File: src/rtl/vram_arbiter.sv
// VRAM arbiter: shares one single-port SRAM between video scanout (priority)
// and the CPU bridge, with a bounded CPU starvation window.
module vram_arbiter #(
    parameter int ADDR_WIDTH   = 16,
    parameter int DATA_WIDTH   = 8,
    parameter int CPU_MAX_WAIT = 4
) (
    input  logic                  clk,
    input  logic                  reset_n,

    input  logic                  vid_req,
    input  logic [ADDR_WIDTH-1:0] vid_addr,
    output logic                  vid_gnt,
    output logic [DATA_WIDTH-1:0] vid_rdata,
    output logic                  vid_rvalid,

    input  logic                  cpu_req,
    input  logic                  cpu_we,
    input  logic [ADDR_WIDTH-1:0] cpu_addr,
    input  logic [DATA_WIDTH-1:0] cpu_wdata,
    output logic                  cpu_gnt,
    output logic [DATA_WIDTH-1:0] cpu_rdata,
    output logic                  cpu_rvalid,

    output logic [ADDR_WIDTH-1:0] mem_addr,
    output logic [DATA_WIDTH-1:0] mem_wdata,
    output logic                  mem_we,
    input  logic [DATA_WIDTH-1:0] mem_rdata
);

    localparam logic [1:0] TAG_NONE = 2'd0;
    localparam logic [1:0] TAG_VID  = 2'd1;
    localparam logic [1:0] TAG_CPU  = 2'd2;
    localparam logic [3:0] MAX_WAIT = 4'(CPU_MAX_WAIT);

    logic [3:0]            r_cpu_wait;
    logic [1:0]            r_tag_s1;
    logic [1:0]            r_tag_s2;
    logic [ADDR_WIDTH-1:0] r_mem_addr;
    logic [DATA_WIDTH-1:0] r_mem_wdata;
    logic                  r_mem_we;
    logic [DATA_WIDTH-1:0] r_vid_rdata;
    logic                  r_vid_rvalid;
    logic [DATA_WIDTH-1:0] r_cpu_rdata;
    logic                  r_cpu_rvalid;

    logic                  w_cpu_gnt;
    logic                  w_vid_gnt;
    logic                  w_cpu_xfer;
    logic                  w_vid_xfer;
    logic [1:0]            w_issue_tag;

    // Grants are forced low during reset so no transfer can be seen then.
    always_comb begin
        w_cpu_gnt  = reset_n && cpu_req && (!vid_req || (r_cpu_wait >= MAX_WAIT));
        w_vid_gnt  = reset_n && vid_req && !w_cpu_gnt;
        w_cpu_xfer = cpu_req && w_cpu_gnt;
        w_vid_xfer = vid_req && w_vid_gnt;
        w_issue_tag = TAG_NONE;
        if (w_cpu_xfer && !cpu_we) begin
            w_issue_tag = TAG_CPU;
        end else if (w_vid_xfer) begin
            w_issue_tag = TAG_VID;
        end
    end

    always_ff @(posedge clk or negedge reset_n) begin
        if (!reset_n) begin
            r_cpu_wait <= '0;
        end else if (cpu_req && !w_cpu_gnt) begin
            if (r_cpu_wait != 4'hF) begin
                r_cpu_wait <= r_cpu_wait + 4'd1;
            end
        end else begin
            r_cpu_wait <= '0;
        end
    end

    always_ff @(posedge clk or negedge reset_n) begin
        if (!reset_n) begin
            r_mem_addr  <= '0;
            r_mem_wdata <= '0;
            r_mem_we    <= 1'b0;
        end else if (w_cpu_xfer) begin
            r_mem_addr <= cpu_addr;
            r_mem_we   <= cpu_we;
            if (cpu_we) begin
                r_mem_wdata <= cpu_wdata;
            end
        end else if (w_vid_xfer) begin
            r_mem_addr <= vid_addr;
            r_mem_we   <= 1'b0;
        end else begin
            r_mem_we <= 1'b0;
        end
    end

    // Tag travels two stages to line up with SRAM read data arriving at E+2.
    always_ff @(posedge clk or negedge reset_n) begin
        if (!reset_n) begin
            r_tag_s1     <= TAG_NONE;
            r_tag_s2     <= TAG_NONE;
            r_vid_rdata  <= '0;
            r_vid_rvalid <= 1'b0;
            r_cpu_rdata  <= '0;
            r_cpu_rvalid <= 1'b0;
        end else begin
            r_tag_s1     <= w_issue_tag;
            r_tag_s2     <= r_tag_s1;
            r_vid_rvalid <= (r_tag_s2 == TAG_VID);
            r_cpu_rvalid <= (r_tag_s2 == TAG_CPU);
            if (r_tag_s2 == TAG_VID) begin
                r_vid_rdata <= mem_rdata;
            end
            if (r_tag_s2 == TAG_CPU) begin
                r_cpu_rdata <= mem_rdata;
            end
        end
    end

    assign vid_gnt    = w_vid_gnt;
    assign cpu_gnt    = w_cpu_gnt;
    assign vid_rdata  = r_vid_rdata;
    assign vid_rvalid = r_vid_rvalid;
    assign cpu_rdata  = r_cpu_rdata;
    assign cpu_rvalid = r_cpu_rvalid;
    assign mem_addr   = r_mem_addr;
    assign mem_wdata  = r_mem_wdata;
    assign mem_we     = r_mem_we;

endmodule

File: config.mk
export PLATFORM = sky130hd
export DESIGN_NAME = vram_arbiter
export DESIGN_NICKNAME = d
export VERILOG_FILES = /design/src/rtl/vram_arbiter.sv
export SDC_FILE = /design/constraint.sdc
export NUM_CORES = 1
export LEC_CHECK = 0
export CORE_UTILIZATION = 37
export DETAILED_ROUTE_END_ITERATION = 8
export PLACE_DENSITY = 0.75
export SYNTH_ARGS = -nofsm -noshare
export SYNTH_HDL_FRONTEND = slang
export SYNTH_SLANG_ARGS = --single-unit
File: constraint.sdc
create_clock -name clk -period 1.55 [get_ports clk]
set_input_delay 0.465 -clock clk [delete_from_list [all_inputs] [get_ports clk]]
set_output_delay 0.465 -clock clk [all_outputs]
set_load 0.05 [all_outputs]
# After elaboration in Yosys (flattened, before gate mapping)
# Cells that the tools add are included.
dict set report op_classes {
  eq_ne 4
  n_mux 7
  magnitude_cmp 1
  n_addsub 1
  reduce_logical 14
}
# operator count
set ops {}
lappend ops {{$mux W16} 2}
lappend ops {{$logic_and A1 B1 Y1} 8}
lappend ops {{$mux W4} 2}
lappend ops {{$add A4 B1 Y4 const B} 1}
lappend ops {{$ge A4 B3 Y1 const B} 1}
lappend ops {{$ne A4 B4 Y1 const B} 1}
lappend ops {{$logic_not A1 Y1} 3}
lappend ops {{$eq A2 B1 Y1 const B} 1}
lappend ops {{$eq A2 B2 Y1 const B} 1}
lappend ops {{$mux W1} 2}
lappend ops {{$mux W2} 1}
lappend ops {{$ne A2 B1 Y1 const B} 1}
lappend ops {{$reduce_and A2 Y1} 1}
lappend ops {{$reduce_bool A2 Y1} 1}
lappend ops {{$logic_or A1 B1 Y1} 1}
dict set report totals {
  elab_cells 37
  reg_bits 51
}

# Depth between registers and ports, before layout
dict set report depth {
  word_depth 8
  mapped_depth 4
}

# Least setup slack after synthesis
# No wires, ideal clock.
dict set report synth_timing {
  path_type {register to output}
  startpoint {reg r_cpu_wait[2]}
  endpoint {out vid_gnt}
  path_buffers 1
  path_stages_with_launch 5
  t_arrival_ps 1696
  path_slack_ps -611
  cell_sequence {dfrtp_1 nor3b_4 nor2_4 buf_12 nor2_1}
}
dict set report synth_between {
  elab_chain_len 5
}
# element line
set synth_lines {}
lappend synth_lines {{start, declared} 36} ;# logic [3:0] r_cpu_wait;
lappend synth_lines {{start signal, assigned} 72} ;# r_cpu_wait <= r_cpu_wait + 4'd1;
lappend synth_lines {{$ge A4 B3 Y1} 55} ;# w_cpu_gnt = reset_n && cpu_req && (!vid_req || (r_cpu_wait >= MAX_WAIT));
lappend synth_lines {{$logic_or A1 B1 Y1} 55}
lappend synth_lines {{$logic_and A1 B1 Y1} 55}
lappend synth_lines {{net cpu_gnt} 21} ;# output logic cpu_gnt,
lappend synth_lines {{$logic_not A1 Y1} 56} ;# w_vid_gnt = reset_n && vid_req && !w_cpu_gnt;
lappend synth_lines {{$logic_and A1 B1 Y1} 56}
lappend synth_lines {{end, declared} 13} ;# output logic vid_gnt,
# The timed path passes the listed nets, and every way through them passes these cells.

# Worst setup path after layout
dict set report layout_timing {
  startpoint {reg r_cpu_wait[3]}
  endpoint {out cpu_gnt}
}
dict set report layout_between {
  elab_chain_len 3
}
# element line
set layout_lines {}
lappend layout_lines {{$ge A4 B3 Y1} 55}
lappend layout_lines {{$logic_or A1 B1 Y1} 55}
lappend layout_lines {{$logic_and A1 B1 Y1} 55}
lappend layout_lines {{end, declared} 21}
# No other way between the ends.

==> metrics.cfg <==
[floorplan]
core_area_um2=5610
die_x_um=79.0
rows=27
dieHeight_um=79.0
die_area_um2=6240
ioPinCount=98
start_util_pct=39.1

[clock_network]
cts_tree=built
clk_pin_slew_ns=0.09
hold_buffers=0
clk_latency_ns=0.30
cts_root_buf=clkbuf_8
clockBufferDepth=2
clock_sinks=51
cts_buffers=5
h-tree-depth=2

[global_route]
track_usage_pct=17.7
first_global_vias=1681
antenna_found_initial=0
grt_overflow=0
grt_pass1_wl_mm=8.39
grt_max_degree=27

[logic_synthesis]
synthSimpleGateAreaFrac_pct=5.88
seq_area_frac_synth_pct=58.2
netlist.area_leader.share_pct=58.2
synth-xor-area-share_pct=0.399
synth_compound_area_share_pct=0.513
synth.area.mux_share_pct=31.8
synth-edff-count=0
synth_flop_cell=dfrtp_1
synth.distinct_cells=25
synthAdderAreaFrac_pct=0.570
synthTopCellsByArea=dfrtp_1 58%, mux2_2 21%, mux2_4 10%
postSynthNetCount=193
ys_top_cells_by_count=51 x dfrtp_1, 40 x mux2_2, 15 x mux2_4
synthCells=139
yosysTopAreaCell=dfrtp_1
synth.avg_cell_area_um2=15.8
syn-cell-area_um2=2190
yosys_warnings=0
ys_ff_latch=51
synth.most_common_cell=dfrtp_1
async_flop_share_pct=100
synth_top_family_by_area=multiplexers

[critical_path]
cp_common_cell=buf_12
crit_start=r_cpu_wait[3]$_DFFE_PN0P_
slowest_delay_ns=0.43
path_class=reg2out
reg2reg_slack_ns=-0.11
cp_max_fo=3
critPathSlowestCell=dfrtp_1
arrival_ns=1.34
reg2reg_from=r_cpu_wait[3]$_DFFE_PN0P_
rr_worst_depth=7
r2r-end=mem_addr[14]$_DFFE_PN0P_
crit_required_ns=1.08
crit_path_end_kind=output pin
path_cells=nor3b_4 > nor2_4 > buf_12 > buf_12
critPathLaunchType=flop

[drt]
drc=0
dr.pass1.iters=2
wl_met3_um=323
routed.top_layer=met4
totalWireLength_mm=5.22
vias=1563
ant_nets=0
drtIter0Drc=43
wl_per_cell_um=15.7
viasPerCell=4.71
wirelength_met1_mm=2.21
route.met2.wl_mm=2.62

[finish]
drive_gt1_share_pct=53.5
syn2layout_area_growth_pct=80.9
layout.cells.non_filler=332
layout.nets=313
diodes=0

[flow_run]
maxCapViolations=0

[timing]
min_period_over_period_pct=117
tightestPinTransition_ns=0.448
fmax_mhz=553
timing.final.crit_period_ns=1.81
worst_slack_ns=-0.259
slew_viol_final=0
max_slew_margin_pct=70.1
rsz0062_at_grt=yes
skew_ns=0.00851
finalHoldViolations=0
setup_viol=8

[power_and_ir_drop]
power_density_nw_per_um2=1270
ir_drop_v=0.000690
leakage_nw=1.77
finalPower_w=0.00505

[placed_design]
gp_congestion=0.743
portBuffers=97
hpwlAfterDp_mm=4.01
placed_cells=318

[status]
outcome=finished with violations
violations=negative setup slack

[min_path]
hp-class=in2async

## how the worst max path moves through the flow
stage | slack [ns] | endpoint
finish | -0.26 | cpu_gnt
global route | -0.31 | cpu_gnt
CTS | -0.28 | cpu_gnt
detailed placement | -0.55 | vid_gnt
global placement | -0.53 | vid_gnt
floorplan | -0.20 | vid_gnt
## sequential cells by signal, indices dropped and copies added, names as in the netlist, 2 cells and up
| register | cells |
|---|---|
| cpu_rdata | 8 |
| mem_addr | 16 |
| mem_wdata | 8 |
| r_cpu_wait | 4 |
| r_tag_s1 | 2 |
| r_tag_s2 | 2 |
| vid_rdata | 8 |
## stage by stage
| step | TNS (ns) | util (%) | cell area (um2) | setup WS [ns] | hold slack, ns |
|---|---|---|---|---|---|
| floorplan | -0.195 | - | 2200 | -0.195 | 0.169 |
| global placement | -14.04 | 67.2 | 3770 | -0.532 | 0.336 |
| detailed placement | -14.50 | 67.2 | 3770 | -0.550 | 0.337 |
| CTS | -0.548 | 69.9 | 3920 | -0.276 | 0.240 |
| global route | -1.69 | 70.7 | 3970 | -0.310 | 0.271 |
| finish | -1.03 | 70.7 | 3970 | -0.259 | 0.243 |
## where the power goes
| part | switching [W] | internal [W] | total [W] | leakage (nW) |
|---|---|---|---|---|
| logic | 0.00107 | 0.00124 | 0.00231 | 1.09 |
| clock network | 0.000421 | 0.000522 | 0.000943 | 0.0612 |
| registers | 0.000239 | 0.00155 | 0.00179 | 0.619 |
## cell families (layout without fill, tap and decap cells)
logic type / after synthesis / after routing
multiplexers: 57 / 57
adder cells (fa/ha/maj): 1 / 1
flip-flops: 51 / 51
buffers and inverters: 7 / 128
AND/OR/NAND/NOR: 20 / 20
XOR/XNOR: 1 / 1
AO/OA/AOI/OAI: 2 / 2
## repair_timing
item	4_1_cts	5_1_grt
setup endpoints to repair	30	11
pin swaps	3	3
gates resized for setup	6	9
buffers inserted	3	3
endpoints found under the hold margin	0	0
## per-layer routing
metal | track usage, % | up-vias
li1 | - | 727
met2 | 29.7 | 65
met1 | 22.1 | 766
met5 | 0 | -
met4 | 6.00 | 0
met3 | 4.48 | 5
## placed cells by master, fill, tap and decap left out, types with 5 or more instances in the layout
cell              n
mux2_2           39
buf_6             5
dfrtp_1          51
buf_4            15
mux2_4           16
buf_12           45
clkdlybuf4s50_1  49
nor2_1            5
clkbuf_8          6
## final cells by class
cell class	instances	area (um2)
Inverter	2	7.51
Fill cell	392	1640
Multi-Input combinational cell	81	882
Timing Repair Buffer	118	1590
Clock buffer	6	82.6
Tap cell	72	90.1
Sequential cell	51	1280
Clock inverter	2	35.0
## worst max-delay path, delay by kind of cell (launching register included)
family | cells | cell delay [ns]
buffers and inverters | 2 | 0.26
DFF | 1 | 0.43
and+or+nand+nor | 2 | 0.35
Note: power is estimated with default switching activity, not from simulation.
